[config.mk]
export PLATFORM = sky130hd
export DESIGN_NAME = upload_frame_packer
export DESIGN_NICKNAME = d
export VERILOG_FILES = /design/src/rtl/upload_frame_packer.sv
export SDC_FILE = /design/constraint.sdc
export NUM_CORES = 1
export LEC_CHECK = 0
export BUFFER_PORTS_ARGS = -buffer_cell sky130_fd_sc_hd__buf_2
export CORE_MARGIN = 1
export CORE_UTILIZATION = 45
export CTS_BUF_LIST = sky130_fd_sc_hd__clkbuf_4
export DETAILED_ROUTE_END_ITERATION = 8
export PLACE_DENSITY = 0.6
export REMOVE_ABC_BUFFERS = 1
export SLEW_MARGIN = 20
export SYNTH_ARGS = -nofsm -noshare
export SYNTH_HDL_FRONTEND = slang
export SYNTH_SLANG_ARGS = --single-unit
[constraint.sdc]
create_clock -name clk -period 3.8 [get_ports clk]
set_input_delay 0.19 -clock clk [delete_from_list [all_inputs] [get_ports clk]]
set_output_delay 0.19 -clock clk [all_outputs]
set_load 0.1 [all_outputs]
[src/rtl/upload_frame_packer.sv]
`default_nettype none
// ============================================================================
// Module   : upload_frame_packer
// Purpose  : Buffers an I2C read burst and emits it as a framed byte stream:
//            HDR0 HDR1 cmd len_h len_l payload [checksum].
//            Optional checksum byte enabled by macro UPLOAD_CHECKSUM_EN.
// Revision : 1.0 - initial release
// ============================================================================
module upload_frame_packer #(
    parameter int         FIFO_DEPTH = 16,
    parameter logic [7:0] HDR0       = 8'hAA,
    parameter logic [7:0] HDR1       = 8'h44
) (
    input  logic       clk,
    input  logic       rst_n,
    input  logic [7:0] src_cmd,
    input  logic [7:0] src_data,
    input  logic       src_valid,
    input  logic       src_last,
    output logic       src_ready,
    output logic [7:0] upload_data,
    output logic       upload_valid,
    input  logic       upload_ready
);

    localparam int c_PTR_W = $clog2(FIFO_DEPTH);
    localparam int c_CNT_W = c_PTR_W + 1;
    localparam logic [c_CNT_W-1:0] c_LAST_IDX = c_CNT_W'(FIFO_DEPTH - 1);
    localparam logic [c_CNT_W-1:0] c_CNT_ONE  = c_CNT_W'(1);
    localparam logic [c_PTR_W-1:0] c_PTR_ONE  = c_PTR_W'(1);

    localparam logic [2:0] IDLE      = 3'd0;
    localparam logic [2:0] S_HDR0    = 3'd1;
    localparam logic [2:0] S_HDR1    = 3'd2;
    localparam logic [2:0] S_CMD     = 3'd3;
    localparam logic [2:0] S_LENH    = 3'd4;
    localparam logic [2:0] S_LENL    = 3'd5;
    localparam logic [2:0] S_PAYLOAD = 3'd6;
`ifdef UPLOAD_CHECKSUM_EN
    localparam logic [2:0] S_CSUM    = 3'd7;
`endif

    logic [2:0]         r_state;
    logic [2:0]         w_next;
    logic [7:0]         r_mem [FIFO_DEPTH];
    logic [c_PTR_W-1:0] r_wr_ptr;
    logic [c_PTR_W-1:0] r_rd_ptr;
    logic [c_CNT_W-1:0] r_count;
    logic [c_CNT_W-1:0] r_pop;
    logic [7:0]         r_cmd;
    logic               r_live;
`ifdef UPLOAD_CHECKSUM_EN
    logic [7:0]         r_sum;
    logic [7:0]         w_csum;
`endif

    logic w_accept;
    logic w_close;
    logic w_hs;
    logic w_last_pop;
    logic w_frame_done;

    assign w_accept     = src_valid && src_ready;
    // A burst closes on src_last or when the buffer's final slot is filled.
    assign w_close      = w_accept && (src_last || (r_count == c_LAST_IDX));
    assign w_hs         = upload_valid && upload_ready;
    assign w_last_pop   = ((r_pop + c_CNT_ONE) == r_count);
    assign w_frame_done = (r_state != IDLE) && (w_next == IDLE);

    // ------------------------------------------------------------------
    // State register
    // ------------------------------------------------------------------
    always_ff @(posedge clk or negedge rst_n) begin
        if (!rst_n) begin
            r_state <= IDLE;
        end else begin
            r_state <= w_next;
        end
    end

    // ------------------------------------------------------------------
    // Next-state logic
    // ------------------------------------------------------------------
    always_comb begin
        w_next = r_state;
        case (r_state)
            IDLE:      if (w_close) w_next = S_HDR0;
            S_HDR0:    if (w_hs)    w_next = S_HDR1;
            S_HDR1:    if (w_hs)    w_next = S_CMD;
            S_CMD:     if (w_hs)    w_next = S_LENH;
            S_LENH:    if (w_hs)    w_next = S_LENL;
            S_LENL:    if (w_hs)    w_next = S_PAYLOAD;
            S_PAYLOAD: begin
                if (w_hs && w_last_pop) begin
`ifdef UPLOAD_CHECKSUM_EN
                    w_next = S_CSUM;
`else
                    w_next = IDLE;
`endif
                end
            end
`ifdef UPLOAD_CHECKSUM_EN
            S_CSUM:    if (w_hs)    w_next = IDLE;
`endif
            default:                w_next = IDLE;
        endcase
    end

    // ------------------------------------------------------------------
    // Output logic
    // ------------------------------------------------------------------
`ifdef UPLOAD_CHECKSUM_EN
    // len_h is always zero, so it contributes nothing to the sum.
    assign w_csum = r_cmd + 8'(r_count) + r_sum;
`endif

    always_comb begin
        src_ready    = (r_state == IDLE) && r_live;
        upload_valid = (r_state != IDLE);
        upload_data  = 8'h00;
        case (r_state)
            S_HDR0:    upload_data = HDR0;
            S_HDR1:    upload_data = HDR1;
            S_CMD:     upload_data = r_cmd;
            S_LENH:    upload_data = 8'h00;
            S_LENL:    upload_data = 8'(r_count);
            S_PAYLOAD: upload_data = r_mem[r_rd_ptr];
`ifdef UPLOAD_CHECKSUM_EN
            S_CSUM:    upload_data = w_csum;
`endif
            default:   upload_data = 8'h00;
        endcase
    end

    // ------------------------------------------------------------------
    // Payload buffer storage (contents need no reset; pointers do)
    // ------------------------------------------------------------------
    always_ff @(posedge clk) begin
        if (w_accept) begin
            r_mem[r_wr_ptr] <= src_data;
        end
    end

    // ------------------------------------------------------------------
    // Pointers, counters, command capture and running sum
    // ------------------------------------------------------------------
    always_ff @(posedge clk or negedge rst_n) begin
        if (!rst_n) begin
            r_live   <= 1'b0;
            r_wr_ptr <= '0;
            r_rd_ptr <= '0;
            r_count  <= '0;
            r_pop    <= '0;
            r_cmd    <= 8'h00;
`ifdef UPLOAD_CHECKSUM_EN
            r_sum    <= 8'h00;
`endif
        end else begin
            r_live <= 1'b1;
            if (w_accept) begin
                r_wr_ptr <= r_wr_ptr + c_PTR_ONE;
                r_count  <= r_count + c_CNT_ONE;
                if (r_count == '0) begin
                    r_cmd <= src_cmd;
                end
`ifdef UPLOAD_CHECKSUM_EN
                r_sum <= r_sum + src_data;
`endif
            end
            if ((r_state == S_PAYLOAD) && w_hs) begin
                r_rd_ptr <= r_rd_ptr + c_PTR_ONE;
                r_pop    <= r_pop + c_CNT_ONE;
            end
            // The whole buffer drains every frame, so restart from slot 0.
            if (w_frame_done) begin
                r_wr_ptr <= '0;
                r_rd_ptr <= '0;
                r_count  <= '0;
                r_pop    <= '0;
`ifdef UPLOAD_CHECKSUM_EN
                r_sum    <= 8'h00;
`endif
            end
        end
    end

endmodule
`default_nettype wire
-- Word-level counts from Yosys, hierarchy flattened
Memories as Yosys holds them, arrays and structs flattened.
Index checks and enable logic that the tools add are counted.
W data, S select, Z words.
- register bits: 30
- bits in latches: 0
- bits in writable memories: 128
- ROM bits: 0
- input port bits: 21
- logic and storage cells: 54
- memories kept: 1
- add/subtract/negate cells: 4
- $mul: 0
- div/mod/pow operators: 0
- $lt $le $gt $ge: 0
- equal/unequal tests: 8
- shift-type cells: 0
- multiplexer cells: 19
- bitwise gates (word level): 0
- reduce and logical (&&, ||, !) cells: 15
- memories (name ; words ; bits a word ; read ports ; clocked after memory_dff ; wr ports ; line ; text):
    r_mem ; 16 ; 8 ; 1 ; 0 ; 1 ; 45 ; logic [7:0] r_mem [FIFO_DEPTH];
- operators with widths (operator ; count):
    $pmux W8 S5 ; 1
    $mux W3 ; 7
    $pmux W3 S7 ; 1
    $mux W5 ; 4
    $mux W4 ; 4
    $add A5 B1 Y5 const B ; 2
    $eq A3 B3 Y1 const B ; 3
    $add A4 B1 Y4 const B ; 2
    $logic_and A1 B1 Y1 ; 7
    $eq A3 B2 Y1 const B ; 2
    $logic_not A3 Y1 ; 2
    $eq A5 B4 Y1 const B ; 1
    $eq A5 B5 Y1 ; 1
    $logic_not A5 Y1 ; 1
    $reduce_bool A2 Y1 ; 2
    $eq A3 B1 Y1 const B ; 1
    $reduce_bool A3 Y1 ; 1
    $mux W1 ; 2
    $reduce_and A2 Y1 ; 1
    $logic_or A1 B1 Y1 ; 1

-- Longest topological paths before layout
Gate-level depths: netlist of run 1.
- depth in word-level cells: 9
- depth in mapped cells: 7
- mapped depth without buffers: 6

-- Worst setup path before layout of run 1
OpenSTA, ideal clock, no wires.
- path type: reg-to-output
- from: reg r_rd_ptr[0]
- to: out upload_data[5]
- arrival: 3.232 ns
- data required time: 3.610 ns
- setup slack: 0.378 ns
- stages on the path, launching flop included: 6
- buffers on the path: 2
- cells stage by stage: dfrtp_1 buf_6 buf_2 mux4_2 mux2i_1 o21ai_0
- longest elaborated chain between the ends: 2
- RTL lines (what ; line ; text):
    from (decl) ; 47 ; logic [c_PTR_W-1:0] r_rd_ptr;
    from (signal assigned) ; 171 ; r_rd_ptr <= r_rd_ptr + c_PTR_ONE;
    $mem_v2 Z16 W8 ; n/a ;
    $pmux W8 S5 ; 121 ; case (r_state)
    to (decl) ; 21 ; output logic [7:0] upload_data,
No other way between the ends.

-- Worst setup path in the final report of run 1
- from: reg r_rd_ptr[0]
- to: out upload_data[2]
Same word-level chain as after synthesis.

==> impl_metrics.csv, run 1 <==
group,metric,value,unit
clock_tree,postCtsResizedCells,0,
clock_tree,post_cts_buffers,0,
clock_tree,cts_root_buffer,"clkbuf_4",
grt,grt_start_max_net_pins,38,
power,clkPwrFrac,19.4,%
timing,slew_headroom,52.0,%
critical_path,r2r_slack,1.39,ns
yosys,netlist_area,0.00679,mm2
yosys,ys_seq_area_share,67.7,%
timing,slew_violations,0,
place,dp_hpwl,9400,um
timing,setup_tns,0,ns
grt,grt_pass1_vias,3833,
route,drt_iter0_markers,265,
critical_path,endpoint_kind,"primary output",
power,p_leak,2.61,nW
critical_path,crit_fanout,25,
yosys,yosysTopAreaCellShare,56.6,%
timing,tightest_slew,0.720,ns
critical_path,reg2reg_from,"r_state[1]",
timing,grt_setup_unrepaired,"no",
hold_path,worstHoldPathType,"in2reg",
place,gp_congestion,0.786,
critical_path,required,3.61,ns
yosys,synth_cell_types,51,
critical_path,cp-startpoint,"r_rd_ptr[0]",
timing,finalHoldViolCount,0,
clock_tree,cts_max_path_buffers,2,
critical_path,reg2reg_depth,6,
cells_and_area,fin_area,0.00756,mm2
floorplan,die_h,125,um
critical_path,start_kind,"flop",
timing,period_needed,3.10,ns
yosys,synthCells,413,
clock_tree,clk_pin_slew,0.13,ns
run_status,violations,"DRC",
floorplan,num_io_pins,31,
timing,period_share,81.6,%
power,ir_worst_vdd,0.468,mV
clock_tree,cts_tree,"built",
route,drt_first_pass_iters,6,
cells_and_area,area_delta_synth_final,11.4,%
power,power.internal,3.02,mW
floorplan,rows,44,
grt,gr-total-overflow,0,
power,p_switching,2.00,mW
timing,max_freq,322,MHz
yosys,synth_top_area_cell,"edfxtp_1",
run_status,status,"finished with violations",
yosys,synth_warnings,0,
grt,antenna_found_initial,1,
place,port_buffers,30,
cells_and_area,diodes,0,
power,p_sw_share,39.8,%
timing,setup_viol,0,
power,pwr_density_cell,665,mW/mm2
route,wirelength,14000,um
yosys,ys.flop_type,"edfxtp_1",
grt,grt_pass1_wl,22400,um
clock_tree,h-tree-depth,4,
yosys,synth_area_per_cell,16.4,um2
clock_tree,cts_made_buffers,17,
floorplan,core,0.0146,mm2
power,combinationalPowerShare,36.8,%
clock_tree,clkLatencyLatePin,0.55,ns
yosys,synth_edf_count,128,
critical_path,endpoint,"upload_data[2]",
route,wl_per_cell,21.1,um
yosys,ys_ff_latch,158,
place,place_area,0.00710,mm2
timing,fin_worst_skew,0.0216,ns
route,vias,3685,
timing,setup_ws,0.699,ns
critical_path,cp.arrival,2.91,ns
yosys,async_flop_share,19.0,%
critical_path,path_class,"reg2out",
cells_and_area,fin_nets,496,
grt,grt_usage,19.9,%
cells_and_area,drive_gt1_share,23.8,%
floorplan,initial_utilization,46.3,%
floorplan,die_x,125,um
clock_tree,clock_sinks,158,
place,dp_slack,1.20,ns
route,via_per_inst,5.56,
route,antenna_left,0,
yosys,synth_area_leaders,"edfxtp_1 (57%), dfrtp_1 (11%), mux4_2 (10%)",
route,drc_errors,2,
critical_path,r2r_end,"r_mem[9][7]",
floorplan,die-area,0.0156,mm2
power,p_seq_share,43.9,%
run,drv_cap,0,
[sequential cells by signal, summed over array words and instances, names as in the netlist]
name	count
r_state	3
r_pop	5
r_rd_ptr	4
r_live	1
r_cmd	8
r_count	5
r_mem	128
r_wr_ptr	4
[kinds of logic (layout without fill, tap and decap cells)]
group,count (synthesis),after routing,share of synthesized area [%]
flops,158,158,67.7
simple gates,100,100,7.52
mux,56,56,14.0
compound gates,49,49,5.11
buf+inv,27,93,2.10
xor+xnor,13,13,1.88
fa+ha+maj,9,9,1.66
other cells,1,1,0.0553
[worst min-delay path by stage]
stage / startpoint / to / slack (ns) / depth (start not counted)
detailed placement: rst_n / r_cmd[6] / 0.28 / 1
floorplan: rst_n / r_cmd[0] / -0.11 / 0
finish: src_data[7] / r_mem[4][7] / 0.06 / 1
global placement: rst_n / r_cmd[6] / 0.28 / 1
CTS: src_data[7] / r_mem[9][7] / 0.02 / 1
global route: src_data[7] / r_mem[9][7] / 0.004 / 1
[synth_stat cells (7+ instances only)]
cell / number
edfxtp_1: 128
nor2_1: 21
mux4_2: 30
ha_1: 9
xor2_1: 7
mux2i_1: 17
dfrtp_1: 30
clkbuf_1: 7
mux2_2: 9
inv_1: 7
o21ai_0: 16
nand2_1: 30
and2_1: 19
[per-layer routing]
layer  share of wire [%]  global-route usage, %  wire [um]
met2                  50                   31.8       6950
met3                 4.2                   4.98        584
met1                  44                   26.4       6200
met4                 1.6                   7.48        229
met5               0.093                      0         13
[through the flow]
step	total power, mW	util, %	cells	hold WS, ns
2_1_floorplan	3.62	-	394	-0.106
3_3_place_gp	4.08	48.5	613	0.285
3_5_place_dp	4.10	48.5	613	0.284
4_1_cts	5.08	51.6	663	0.0155
5_1_grt	5.29	51.6	663	0.00364
6_report	5.02	51.6	663	0.0552
[power groups by stage]
stage,combinational (mW),clock [mW],sequential (mW)
after floorplan,1.34,0,2.28
after global placement,1.84,0,2.24
after detailed placement,1.85,0,2.24
after CTS,1.87,1.00,2.21
after global routing,1.98,1.07,2.24
final,1.85,0.973,2.20
[placed cells by master, fill, tap and decap left out, drive strengths merged, types with 2 or more instances in the layout]
cell,Yosys,routed
and3,3,3
nor2,21,21
nor3,5,5
nand2,30,30
clkbuf,8,19
nor2b,3,3
xor2,7,7
o21a,2,2
ha,9,9
dfrtp,30,30
a22oi,2,2
mux2i,17,17
mux4,30,30
clkinvlp,0,2
edfxtp,128,128
a211o,2,2
mux2,9,9
inv,8,15
o22a,5,5
a21oi,6,6
nand3,5,5
xnor2,5,5
clkinv,0,3
a21o,3,3
dlygate4sd3,0,18
nand4,8,8
o31ai,3,3
buf,11,35
and2,19,19
o2bb2ai,3,3
nand3b,2,2
o21ai,16,16
[critical path, cell delays in order, from the launching register on]
cell and delay, ns:
dfrtp_2 0.69, buf_12 0.28, mux4_2 0.54, mux2i_1 0.20
nand2_1 0.10, o21ai_0 0.10, o21ai_0 0.13, buf_2 0.31
[area by class of cell]
type	instances	area, um2
clock buffer	19	143
timing repair buffer	53	380
clock inverter	13	129
inverter	8	30.0
tap	184	230
fill	1213	7090
multi-input combinational	228	2050
sequential	158	4600
[what timing repair did]
item	CTS	global route
hold buffers	18	0
hold endpoints to repair	127	0
setup endpoints to repair	0	0
Note: power is estimated with default switching activity, not from simulation.
==> inputs of run 2 (changes only) <==
--- a/config.mk
+++ b/config.mk
@@ -10,7 +10,7 @@
 export CORE_UTILIZATION = 45
 export CTS_BUF_LIST = sky130_fd_sc_hd__clkbuf_4
 export DETAILED_ROUTE_END_ITERATION = 8
-export PLACE_DENSITY = 0.6
+export PLACE_DENSITY = 0.63
 export REMOVE_ABC_BUFFERS = 1
 export SLEW_MARGIN = 20
 export SYNTH_ARGS = -nofsm -noshare
==> constraint.sdc (replaced) <==
create_clock -name clk -period 2.65 [get_ports clk]
set_input_delay 0.1325 -clock clk [delete_from_list [all_inputs] [get_ports clk]]
set_output_delay 0.1325 -clock clk [all_outputs]
set_load 0.1 [all_outputs]
==> impl_metrics.csv, run 2 (synthesized netlist as in run 1, its figures left out) <==
group,metric,value,unit
run_status,status,"finished with violations",
run_status,violations,"DRC, setup timing",
timing,period_share,104,%
cells_and_area,drive_gt1_share,29.9,%
place,gp_congestion,0.824,
route,antenna_left,0,
route,wl_met2,7170,um
power,ir_worst_vdd,0.727,mV
timing,fin_worst_skew,0.0126,ns
clock_tree,clk_pin_slew,0.14,ns
grt,grt_pass1_vias,3903,
route,wl_per_cell,21.7,um
place,dp_slack,0.349,ns
timing,tightest_slew,0.705,ns
place,dp_hpwl,9630,um
critical_path,reg2reg_from,"r_state[2]",
clock_tree,cts_max_path_buffers,2,
clock_tree,cts_tree,"built",
cells_and_area,utilization,55.1,%
critical_path,start_kind,"flop",
route,highest_layer,"met4",
cells_and_area,fin_nets,522,
timing,period_needed,2.75,ns
floorplan,die-area,0.0156,mm2
power,p_sw_share,38.2,%
grt,grt_start_max_net_pins,38,
power,pwr_density_cell,1020,mW/mm2
route,drt_first_pass_iters,7,
floorplan,die_x,125,um
route,via_per_inst,5.61,
cells_and_area,reg_top3,"r_mem (128), r_cmd (8)",
floorplan,core,0.0146,mm2
critical_path,required,2.52,ns
floorplan,num_io_pins,31,
timing,grt_setup_unrepaired,"yes",
place,port_buffers,30,
power,clkPwrFrac,17.8,%
hold_path,worstHoldPathType,"in2async",
critical_path,r2r_slack,0.36,ns
route,dr_wl_met3,691,um
route,wl_met1,6770,um
floorplan,rows,44,
power,p_switching,3.14,mW
timing,setup_viol,5,
timing,finalHoldViolCount,0,
route,wirelength,14900,um
clock_tree,cts_root_buffer,"clkbuf_4",
power,p_seq_share,37.8,%
grt,grt_usage,20.5,%
critical_path,path_class,"reg2out",
floorplan,die_h,125,um
cells_and_area,final_cell_mix,"edfxtp_1 (128), nand2_1 (30), mux4_2 (30)",
floorplan,initial_utilization,46.3,%
critical_path,cp.arrival,2.61,ns
power,p_leak,2.84,nW
timing,setup_ws,-0.0971,ns
timing,max_freq,364,MHz
critical_path,endpoint_kind,"primary output",
timing,slew_violations,0,
timing,slew_headroom,53.0,%
route,drc_errors,11,
cells_and_area,largest_register_ffs,128,
power,combinationalPowerShare,44.3,%
clock_tree,clock_sinks,158,
critical_path,r2r_end,"r_mem[4][3]",
critical_path,crit_fanout,8,
cells_and_area,largest_register,"r_mem",
cells_and_area,area_delta_synth_final,19.0,%
grt,gr-total-overflow,0,
run,drv_cap,0,
cells_and_area,layout_commonest_cell,"edfxtp_1",
grt,antenna_found_initial,1,
clock_tree,h-tree-depth,4,
grt,grt_pass1_wl,22900,um
critical_path,reg2reg_depth,5,
cells_and_area,stdcell_count,690,
route,drt_iter0_markers,527,
clock_tree,clkLatencyLatePin,0.57,ns
route,vias,3873,
place,placed_cells,618,
power,power.internal,5.07,mW
clock_tree,cts_made_buffers,17,
==> run 2: worst max-delay path: stages (launching register included) <==
cell,delay [ns]
dfrtp_2,0.48
buf_12,0.15
buf_16,0.14
mux4_2,0.57
mux2i_1,0.20
o22ai_2,0.12
a21o_1,0.21
buf_12,0.17
==> run 2: power groups by stage <==
| stage | clock, mW | sequential, mW | combinational (mW) |
|---|---|---|---|
| 4_1_cts | 1.49 | 3.10 | 3.58 |
| 6_report | 1.46 | 3.10 | 3.64 |
| 3_5_place_dp | 0 | 3.15 | 3.12 |
| 5_1_grt | 1.59 | 3.13 | 3.84 |
| 2_1_floorplan | 0 | 3.27 | 1.92 |
| 3_3_place_gp | 0 | 3.14 | 3.09 |
==> run 2: repair_timing <==
action,in CTS,in global routing
gates resized for setup,23,9
endpoints found under the setup margin,8,8
pin swaps,4,4
cloned,3,0
hold buffers,21,0
endpoints found under the hold margin,174,0
buffers inserted,9,7
==> run 2: routing by layer <==
metal	vias up	global-route usage, %
met5	-	0
met3	20	4.55
li1	1763	-
met1	1967	28.2
met2	123	32.2
met4	0	7.55
==> run 2: per-stage QoR <==
stage	setup TNS, ns	instance area [um2]	hold WS, ns	total power, mW
after floorplan	-12.20	6670	-0.163	5.19
after global placement	0	7290	0.219	6.23
after detailed placement	0	7290	0.223	6.27
after CTS	-0.366	8010	0.115	8.17
after global routing	-0.661	8070	0.184	8.56
final	-0.153	8070	0.126	8.21
==> run 2: layout make-up <==
cell class                 instances  area (um2)
fill                            1144        6570
tap                              184         230
inverter                           8        30.0
clock buffer                      17         128
multi-input combinational        228        2110
sequential                       158        4600
timing repair buffer              79         816
antenna                            1        2.50
clock inverter                    15         160
==> run 2: worst max-delay path by stage <==
stage	from	endpoint	slack [ns]	cells after the start
floorplan	r_rd_ptr[0]	upload_data[2]	-1.74	5
global placement	r_state[2]	r_mem[9][7]	0.37	5
detailed placement	r_state[2]	r_mem[4][1]	0.35	5
CTS	r_rd_ptr[0]	upload_data[3]	-0.11	8
global route	r_rd_ptr[0]	upload_data[3]	-0.16	7
finish	r_rd_ptr[0]	upload_data[3]	-0.1	7
==> inputs of run 3 (changes only) <==
--- a/config.mk
+++ b/config.mk
@@ -5,6 +5,7 @@
 export SDC_FILE = /design/constraint.sdc
 export NUM_CORES = 1
 export LEC_CHECK = 0
+export ABC_AREA = 1
 export BUFFER_PORTS_ARGS = -buffer_cell sky130_fd_sc_hd__buf_2
 export CORE_MARGIN = 1
 export CORE_UTILIZATION = 45
==> impl_metrics.csv, run 3 <==
group,metric,value,unit
yosys,yosysTopAreaCellShare,56.4,%
floorplan,die-area,0.0156,mm2
critical_path,max_stage_delay,0.49,ns
timing,whs,0.198,ns
floorplan,num_io_pins,31,
power,report.power.total,6.85,mW
yosys,async_flop_share,19.0,%
floorplan,die_x,125,um
yosys,synth_cell_types,34,
critical_path,path_class,"reg2out",
timing,tightest_slew,0.710,ns
route,antenna_left,0,
run_status,violations,"DRC",
cells_and_area,utilization,54.6,%
grt,grt_pass1_vias,4674,
route,drc_errors,4,
critical_path,required,2.52,ns
cells_and_area,layout_commonest_cell,"edfxtp_1",
clock_tree,cts_tree,"built",
critical_path,endpoint_kind,"primary output",
route,wirelength,15600,um
clock_tree,clk_pin_slew,0.11,ns
route,drt_first_pass_iters,7,
cells_and_area,largest_register,"r_mem",
floorplan,rows,44,
yosys,synth_common_cells,"edfxtp_1 (128), nor2_1 (124), o21ai_0 (80)",
timing,max_freq,394,MHz
cells_and_area,final_cell_mix,"edfxtp_1 (128), nor2_1 (124), o21ai_0 (77)",
critical_path,worstPathCellList,"inv_2 > buf_4 > nor2_1 > o211ai_1 > nand3_1 > nand2_1 > nand2_1 > o211ai_1 > buf_12",
route,drt_iter0_markers,523,
grt,gr-total-overflow,0,
yosys,netlist_area,0.00681,mm2
cells_and_area,drive_gt1_share,16.4,%
timing,finalHoldViolCount,0,
critical_path,r2r_slack,0.48,ns
cells_and_area,largest_register_ffs,128,
route,wl_per_cell,18.0,um
run,drv_cap,0,
run_status,status,"finished with violations",
yosys,ys.flop_type,"edfxtp_1",
clock_tree,cts_made_buffers,17,
grt,grt_pass1_wl,24900,um
critical_path,cp_slowest_cell,"dfrtp_2",
power,p_leak,2.94,nW
yosys,synth_area_per_cell,11.4,um2
floorplan,core,0.0146,mm2
place,gp_congestion,0.847,
floorplan,initial_utilization,46.5,%
place,dp_slack,0.519,ns
yosys,synth_area_leaders,"edfxtp_1 (56%), dfrtp_1 (11%), nor2_1 (6.8%)",
yosys,synthCells,596,
power,pwr_density_cell,857,mW/mm2
cells_and_area,diodes,0,
timing,period_share,95.8,%
route,vias,4727,
critical_path,cp.arrival,2.41,ns
yosys,synth_warnings,0,
timing,grt_setup_unrepaired,"yes",
clock_tree,h-tree-depth,4,
yosys,ys_seq_area_share,67.5,%
yosys,ys_ff_latch,158,
cells_and_area,reg_top3,"r_mem (128), r_cmd (8)",
yosys,synth_top_area_cell,"edfxtp_1",
cells_and_area,fin_nets,701,
power,ir_worst_vdd,0.326,mV
grt,grt_start_max_net_pins,41,
critical_path,start_kind,"flop",
hold_path,worstHoldPathType,"in2async",
timing,period_needed,2.54,ns
critical_path,crit_fanout,14,
place,port_buffers,30,
timing,setup_viol,0,
timing,setup_ws,0.112,ns
grt,antenna_found_initial,0,
yosys,yosysMostFrequentCell,"edfxtp_1",
route,via_per_inst,5.45,
clock_tree,clock_sinks,158,
clock_tree,cts_max_path_buffers,2,
place,dp_hpwl,10400,um
floorplan,die_h,125,um
timing,slew_headroom,52.6,%
grt,grt_usage,21.3,%
clock_tree,cts_root_buffer,"clkbuf_4",
cells_and_area,area_delta_synth_final,17.5,%
clock_tree,clkLatencyLatePin,0.54,ns
yosys,synth_edf_count,128,
timing,slew_violations,0,
timing,fin_worst_skew,0.00998,ns
-- run 3: cell types whose count changed in the layout (fill, tap and decap cells not counted), moves of 10 or more --
cell,change
and2_1,-19
buf_4,+12
inv_1,+24
mux4_2,-30
nand2_1,+31
nand3_1,+16
nor2_1,+104
o211ai_1,+20
o21ai_0,+69
o22ai_1,+10
-- run 3: what timing repair did --
item | 4_1_cts | 5_1_grt
buffers inserted | 2 | 1
hold buffers | 20 | 0
pin swaps | 0 | 1
endpoints found under the setup margin | 5 | 8
endpoints found under the hold margin | 169 | 0
gates resized for setup | 2 | 13
-- run 3: final timing paths --
kind,from,to,cells after the start
setup reg to reg,r_state[0],r_cmd[7],6
hold / removal,rst_n,r_cmd[1],2
min in group clk,src_valid,r_count[4],6
hold reg to reg,r_cmd[6],r_cmd[6],1
max in group asynchronous,rst_n,r_rd_ptr[0],2
setup / recovery,r_rd_ptr[0],upload_data[1],9
-- run 3: power breakdown --
part           internal [mW]  switching, mW  leakage (nW)  total [mW]
clock                  0.758          0.805         0.169        1.56
sequential              2.85          0.128          1.54        2.97
combinational          0.758           1.56          1.23        2.32
total                   4.36           2.49          2.94        6.85
-- run 3: per-layer routing --
layer / vias to the layer above / part of all wire (%) / track usage [%]
met2: 138 / 50 / 35.2
met3: 20 / 5.1 / 4.45
met5: - / 0 / 0
met4: 0 / 1.6 / 7.96
met1: 2317 / 43 / 27.8
li1: 2252 / - / -
-- run 3: layout make-up --
class	instances	area, um2
tap	184	230
clock buffer	19	143
sequential	158	4600
multi-input combinational	378	1980
inverter	34	131
timing repair buffer	82	747
fill	1251	6640
clock inverter	13	171
-- run 3: critical path: cells and delay by family (launching register included) --
kind	cells	cell delay, ns
buf+inv	3	0.58
flops	1	0.49
simple gates	4	0.36
compound gates	2	0.44
-- run 3: per-stage QoR --
stage / instances / area [um2] / setup TNS (ns)
finish: 868 / 8000 / 0
global route: 868 / 8000 / -0.0425
CTS: 867 / 7960 / 0
detailed placement: 813 / 7420 / 0
global placement: 813 / 7420 / 0
floorplan: 570 / 6700 / -4.72
-- run 3: cell families after synthesis --
| group | Yosys count | share of synthesized area [%] |
|---|---|---|
| other | 1 | 0.0551 |
| AND/OR/NAND/NOR | 220 | 13.5 |
| multiplexers | 10 | 1.58 |
| XOR/XNOR | 11 | 1.41 |
| flip-flops | 158 | 67.5 |
| buffers and inverters | 60 | 3.51 |
| adder cells (fa/ha/maj) | 9 | 1.65 |
| AO/OA/AOI/OAI | 127 | 10.8 |
